<file path="config.mk">
export PLATFORM = sky130hd
export DESIGN_NAME = issue_ack_unit
export DESIGN_NICKNAME = d
export VERILOG_FILES = /design/src/rtl/sched_pkg.sv /design/src/rtl/ack_lane.sv /design/src/rtl/issue_ack_unit.sv
export SDC_FILE = /design/constraint.sdc
export NUM_CORES = 1
export LEC_CHECK = 0
export CAP_MARGIN = 20
export CORE_MARGIN = 1
export CORE_UTILIZATION = 52
export CTS_BUF_LIST = sky130_fd_sc_hd__clkbuf_4
export DETAILED_ROUTE_END_ITERATION = 10
export GPL_TIMING_DRIVEN = 0
export PLACE_DENSITY = 0.9
export RECOVER_POWER = 25
export SYNTH_ARGS = -nofsm -noshare
export SYNTH_HDL_FRONTEND = slang
export SYNTH_SLANG_ARGS = --single-unit
</file>
<file path="constraint.sdc">
create_clock -name clk -period 2.2 [get_ports clk]
set_input_delay 0.44 -clock clk [delete_from_list [all_inputs] [get_ports clk]]
set_output_delay 0.44 -clock clk [all_outputs]
set_load 0.03 [all_outputs]
</file>
<file path="src/rtl/sched_pkg.sv">
// Shared types and constants for the execution-side ack responder.
// Imported by the per-lane FSM and the top-level scoreboard.
package sched_pkg;

   localparam int REG_W = 5;

   typedef enum logic [1:0] {
      OP_ALU  = 2'd0,
      OP_MUL  = 2'd1,
      OP_LOAD = 2'd2,
      OP_NOP  = 2'd3
   } op_kind_t;

   typedef enum logic {
      ST_IDLE = 1'b0,
      ST_EXEC = 1'b1
   } lane_state_t;

   // MUL and LOAD occupy the lane for several cycles and claim a scoreboard bit.
   function automatic logic is_multi(input op_kind_t kind);
      return (kind == OP_MUL) || (kind == OP_LOAD);
   endfunction

endpackage

</file>
<file path="src/rtl/ack_lane.sv">
// One execution lane: IDLE/EXEC FSM, latency down-counter and registered
// writeback pulse. Exposes a combinational retire strobe for the scoreboard.
module ack_lane
   import sched_pkg::*;
#(
   parameter int MUL_LAT  = 3,
   parameter int LOAD_LAT = 2
) (
   input  logic             clk,
   input  logic             rst,
   input  logic             flush,
   input  logic             accept,
   input  op_kind_t         kind,
   input  logic [REG_W-1:0] rd,
   output logic             ack,
   output logic             wb_valid,
   output logic [REG_W-1:0] wb_rd,
   output logic             retire,
   output logic [REG_W-1:0] retire_rd
);

   localparam logic [3:0] MUL_CNT  = 4'(MUL_LAT - 1);
   localparam logic [3:0] LOAD_CNT = 4'(LOAD_LAT - 1);

   lane_state_t      state;
   logic [3:0]       cnt;
   logic [REG_W-1:0] rd_hold;

   // NOTE: ack depends only on the state register and rst, never on the issue
   // inputs, so the scheduler can use it without a combinational loop.
   assign ack       = (state == ST_IDLE) && !rst;
   assign retire    = (state == ST_EXEC) && (cnt == 4'd1);
   assign retire_rd = rd_hold;

   // NOTE: all state here uses non-blocking assignments so every register
   // samples the pre-edge values of its neighbours.
   always_ff @(posedge clk or posedge rst) begin
      if (rst) begin
         state    <= ST_IDLE;
         cnt      <= 4'd0;
         rd_hold  <= '0;
         wb_valid <= 1'b0;
         wb_rd    <= '0;
      end else begin
         wb_valid <= 1'b0;
         wb_rd    <= '0;
         if (flush) begin
            state <= ST_IDLE;
            cnt   <= 4'd0;
         end else begin
            unique case (state)
               ST_IDLE: begin
                  if (accept) begin
                     unique case (kind)
                        OP_ALU: begin
                           if (rd != '0) begin
                              wb_valid <= 1'b1;
                              wb_rd    <= rd;
                           end
                        end
                        OP_MUL: begin
                           state   <= ST_EXEC;
                           cnt     <= MUL_CNT;
                           rd_hold <= rd;
                        end
                        OP_LOAD: begin
                           state   <= ST_EXEC;
                           cnt     <= LOAD_CNT;
                           rd_hold <= rd;
                        end
                        OP_NOP: ;
                     endcase
                  end
               end
               ST_EXEC: begin
                  if (cnt == 4'd1) begin
                     state <= ST_IDLE;
                     cnt   <= 4'd0;
                     if (rd_hold != '0) begin
                        wb_valid <= 1'b1;
                        wb_rd    <= rd_hold;
                     end
                  end else begin
                     cnt <= cnt - 4'd1;
                  end
               end
            endcase
         end
      end
   end

endmodule

</file>
<file path="src/rtl/issue_ack_unit.sv">
// Dual-lane execution responder: per-lane acceptance, cross-lane conflict
// check, pending-destination scoreboard, flush fan-out and sticky proto_err.
module issue_ack_unit
   import sched_pkg::*;
#(
   parameter int MUL_LAT  = 3,
   parameter int LOAD_LAT = 2
) (
   input  logic             clk,
   input  logic             rst,
   input  logic             flush,
   input  logic             issue1_valid,
   input  logic [1:0]       issue1_kind,
   input  logic [REG_W-1:0] issue1_rd,
   input  logic             issue2_valid,
   input  logic [1:0]       issue2_kind,
   input  logic [REG_W-1:0] issue2_rd,
   output logic             ack1,
   output logic             ack2,
   output logic             wb1_valid,
   output logic [REG_W-1:0] wb1_rd,
   output logic             wb2_valid,
   output logic [REG_W-1:0] wb2_rd,
   output logic [31:0]      busy_mask,
   output logic             proto_err
);

   op_kind_t         kind1, kind2;
   logic             late1, late2, hazard1, hazard2, conflict;
   logic             accept1, accept2, violation;
   logic             retire1, retire2;
   logic [REG_W-1:0] retire1_rd, retire2_rd;
   logic [31:0]      set_mask, clr_mask;

   assign kind1 = op_kind_t'(issue1_kind);
   assign kind2 = op_kind_t'(issue2_kind);

   assign late1    = issue1_valid && !ack1;
   assign late2    = issue2_valid && !ack2;
   assign hazard1  = issue1_valid && ack1 && (kind1 != OP_NOP) &&
                     (issue1_rd != '0) && busy_mask[issue1_rd];
   assign hazard2  = issue2_valid && ack2 && (kind2 != OP_NOP) &&
                     (issue2_rd != '0) && busy_mask[issue2_rd];
   // Same-destination collision drops lane 2; lane 1 keeps program order.
   assign conflict = issue1_valid && issue2_valid && (kind1 != OP_NOP) &&
                     (kind2 != OP_NOP) && (issue1_rd == issue2_rd) && (issue1_rd != '0);

   assign accept1   = issue1_valid && ack1 && !flush && !hazard1;
   assign accept2   = issue2_valid && ack2 && !flush && !hazard2 && !conflict;
   assign violation = !flush && (late1 || late2 || hazard1 || hazard2 || conflict);

   ack_lane #(.MUL_LAT(MUL_LAT), .LOAD_LAT(LOAD_LAT)) u_lane1 (
      .clk       (clk),
      .rst       (rst),
      .flush     (flush),
      .accept    (accept1),
      .kind      (kind1),
      .rd        (issue1_rd),
      .ack       (ack1),
      .wb_valid  (wb1_valid),
      .wb_rd     (wb1_rd),
      .retire    (retire1),
      .retire_rd (retire1_rd)
   );

   ack_lane #(.MUL_LAT(MUL_LAT), .LOAD_LAT(LOAD_LAT)) u_lane2 (
      .clk       (clk),
      .rst       (rst),
      .flush     (flush),
      .accept    (accept2),
      .kind      (kind2),
      .rd        (issue2_rd),
      .ack       (ack2),
      .wb_valid  (wb2_valid),
      .wb_rd     (wb2_rd),
      .retire    (retire2),
      .retire_rd (retire2_rd)
   );

   // NOTE: both masks get a default before any conditional write, so no
   // latch is inferred.
   always_comb begin
      set_mask = '0;
      clr_mask = '0;
      if (retire1) clr_mask[retire1_rd] = 1'b1;
      if (retire2) clr_mask[retire2_rd] = 1'b1;
      if (accept1 && is_multi(kind1) && (issue1_rd != '0)) set_mask[issue1_rd] = 1'b1;
      if (accept2 && is_multi(kind2) && (issue2_rd != '0)) set_mask[issue2_rd] = 1'b1;
   end

   // Set is applied after clear so a same-edge collision leaves the bit set.
   always_ff @(posedge clk or posedge rst) begin
      if (rst) begin
         busy_mask <= '0;
         proto_err <= 1'b0;
      end else begin
         busy_mask <= flush ? '0 : ((busy_mask & ~clr_mask) | set_mask);
         if (violation) proto_err <= 1'b1;
      end
   end

endmodule

</file>
==> flow_summary.yaml <==
timing:
  fmaxAchievable_mhz: 356
  tightestPinTransition_ns: 1.26
  setup_ws_ns: -0.611
  finalSetupViolCount: 53
  slew_headroom_pct: 16.0
  finClkSkew_ns: 0.0276
  rsz0062_at_grt: "yes"
  fin_crit_ns: 2.81
  finalHoldViolCount: 0
  hold_slack_ns: 0.361
  period_share_pct: 128
  drv_slew: 0
  fin_tns_setup_ns: -24.93
logic_synthesis:
  synth_cell_type_count: 62
  avgSynthCellArea_um2: 9.07
  syn_area_um2: 4680
  synth_seq_cells: 65
  synth_nets: 547
  ys_warn_count: 0
  synth_edf_count: 0
  synth_ff_type: "dfrtp_1"
  ys_seq_area_share_pct: 34.8
  synthArstFlopShare_pct: 100
  syn_inst: 516
die:
  die_area_um2: 9380
  initial_core_util_pct: 53.7
  coreArea_um2: 8720
  row_count: 34
  ios: 66
  die_w_um: 96.9
  die_y_um: 96.9
route:
  via_per_inst: 7.11
  drt_wl_total_um: 20700
  ant_nets: 0
  drt_pass1_iterations: 6
  vias: 5201
  drt-met1-wl_um: 7310
  first_iter_violations: 664
  drt_drc_violations_left: 0
  wl_met3_um: 2570
  wl_met2_um: 9210
  top_layer: "met4"
  post_drt_wl_per_cell_um: 28.2
worst_setup_path:
  cp_data_arrival_time_ns: 3.12
  worstPathMaxFanout: 7
  crit_path_start: "busy_mask[8]"
  crit_type: "reg2reg"
  rr_worst_depth: 8
  startpoint_type: "flop"
  worst-r2r-setup-slack_ns: -0.61
  crit_path_end: "busy_mask[29]"
  reg2reg_to: "busy_mask[29]"
  r2r_start: "busy_mask[8]"
  required_ns: 2.51
  end_kind: "flop"
cts:
  htree_num_levels: 3
  cts_buffer_depth: 2
  cts.sinks: 65
  insertion_delay_ns: 0.45
  cts_root_buf: "clkbuf_4"
  numCtsBuffers: 9
  clk_pin_slew_worst_paths_ns: 0.12
  cts_tree: "yes"
global_route:
  grt_pass1_vias: 5123
  track_usage_pct: 43.5
  grt-ovfl-total: 0
  grt_pass1_wl_um: 30600
  antenna_found_initial: 0
  grt_max_degree: 43
cells_and_area:
  fin_nets: 650
  drive_gt1_share_pct: 29.2
  final_cell_mix: "dfrtp_1 (61), clkdlybuf4s50_1 (51), nand2_1 (34)"
  layout_commonest_cell: "dfrtp_1"
  final_cells: 732
  final_cell_area_um2: 6560
  area_growth_pct: 40.2
  n_antenna_cell: 0
placement:
  placed_cell_area_um2: 5540
  io_buffers: 58
  place_ws_ns: -1.32
  hpwl_um: 13100
  place_congestion: 1.05
  dp.cells: 683
outcome:
  violations: "setup timing"
  status: "finished, violations left"
power:
  power_leakage_nw: 2.64
  ir_drop_mv: 0.407
  cellPowerDensity_nw_per_um2: 511
min_path:
  holdPathStages: 2
  hold_path_class: "in2reg"
run:
  cap_violations: 0
[final cells by class]
class | count | area (µm²)
Multi-Input combinational cell | 389 | 3300
Fill cell | 580 | 2160
Sequential cell | 65 | 1630
Timing Repair Buffer | 94 | 948
Buffer | 40 | 310
Tap cell | 108 | 135
Clock inverter | 6 | 92.6
Clock buffer | 10 | 75.1
Inverter | 20 | 75.1
[timing repair]
action,CTS,global route
endpoints found under the hold margin,0,0
pin swaps,24,24
setup buffers,25,12
resized for setup,77,64
hold buffers,0,0
endpoints found under the setup margin,67,64
cloned,2,0
[state kept, by name, indices dropped and copies added (netlist names), 4 cells and up]
| name | flops |
|---|---|
| u_lane1.retire_rd | 5 |
| u_lane1.wb_rd | 5 |
| u_lane2.retire_rd | 5 |
| busy_mask | 32 |
| u_lane2.wb_rd | 5 |
| u_lane1.cnt | 4 |
| u_lane2.cnt | 4 |
[kinds of logic (layout without fill, tap and decap cells)]
group	Yosys count	after routing	share of synthesized area, %
XOR/XNOR	7	7	1.31
adder cells (fa/ha/maj)	12	12	3.21
flip-flops	65	65	34.8
multiplexers	46	46	11.1
AND/OR/NAND/NOR	197	197	24.1
AO/OA/AOI/OAI	127	127	19.6
buffers and inverters	62	170	5.99
[critical path: stages, from the launching register on]
cell      delay, ns
dfrtp_1        0.44
mux2i_1        0.10
mux4_2         0.52
a222oi_1       0.67
a311oi_2       0.25
and3_1         0.25
buf_6          0.15
nand3b_4       0.19
o221ai_2       0.13
[routing by layer]
| layer | up-vias | global-route usage, % |
|---|---|---|
| li1 | 2137 | - |
| met1 | 2444 | 55.8 |
| met2 | 469 | 65.8 |
| met3 | 151 | 12.3 |
| met4 | 0 | 25.0 |
| met5 | - | 0 |
[synth_stat cells, drive strengths merged, types with 4 or more instances]
| master | n | area share, % |
|---|---|---|
| mux2 | 6 | 1.4 |
| dfrtp | 65 | 35 |
| nand2b | 19 | 2.5 |
| o22ai | 17 | 2.3 |
| a31oi | 29 | 4.0 |
| and2 | 4 | 0.53 |
| nand2 | 42 | 3.4 |
| nand3b | 7 | 1.4 |
| nand3 | 14 | 1.7 |
| or3 | 7 | 0.94 |
| mux2i | 36 | 7.7 |
| mux4 | 4 | 1.9 |
| or3b | 5 | 0.94 |
| nor2b | 9 | 1.2 |
| inv | 20 | 1.6 |
| a22o | 5 | 0.94 |
| and3b | 4 | 0.75 |
| o31ai | 7 | 1.1 |
| nor2 | 30 | 2.4 |
| buf | 19 | 2.5 |
| a21oi | 13 | 1.5 |
| o21ai | 24 | 2.6 |
| xor2 | 5 | 0.94 |
| a221oi | 16 | 3.0 |
| ha | 12 | 3.2 |
| nor3 | 11 | 1.2 |
| nor3b | 20 | 3.2 |
| clkbuf | 23 | 1.8 |
| nand4 | 9 | 1.2 |
[worst min path at each step]
stage,start,end,slack (ns)
CTS,issue1_rd[3],busy_mask[16],0.34
global route,issue1_rd[3],busy_mask[16],0.36
finish,issue1_rd[3],busy_mask[16],0.36
global placement,proto_err,proto_err,0.45
detailed placement,proto_err,proto_err,0.46
floorplan,u_lane2.cnt[3],u_lane2.cnt[3],0.50
[power by group]
part | leakage [nW] | switching (W) | internal, W | total, W
Clock | 0.0828 | 0.000521 | 0.000477 | 0.000998
Combinational | 1.68 | 0.000640 | 0.000362 | 0.00100
Sequential | 0.874 | 0.0000856 | 0.00127 | 0.00136
Total | 2.64 | 0.00125 | 0.00211 | 0.00336
[stage by stage]
stage	util, %	total power [W]
floorplan	-	0.00191
global placement	63.3	0.00215
detailed placement	63.5	0.00218
CTS	71.3	0.00321
global route	75.3	0.00346
finish	75.3	0.00336
Power figures use the tool's default switching activity.
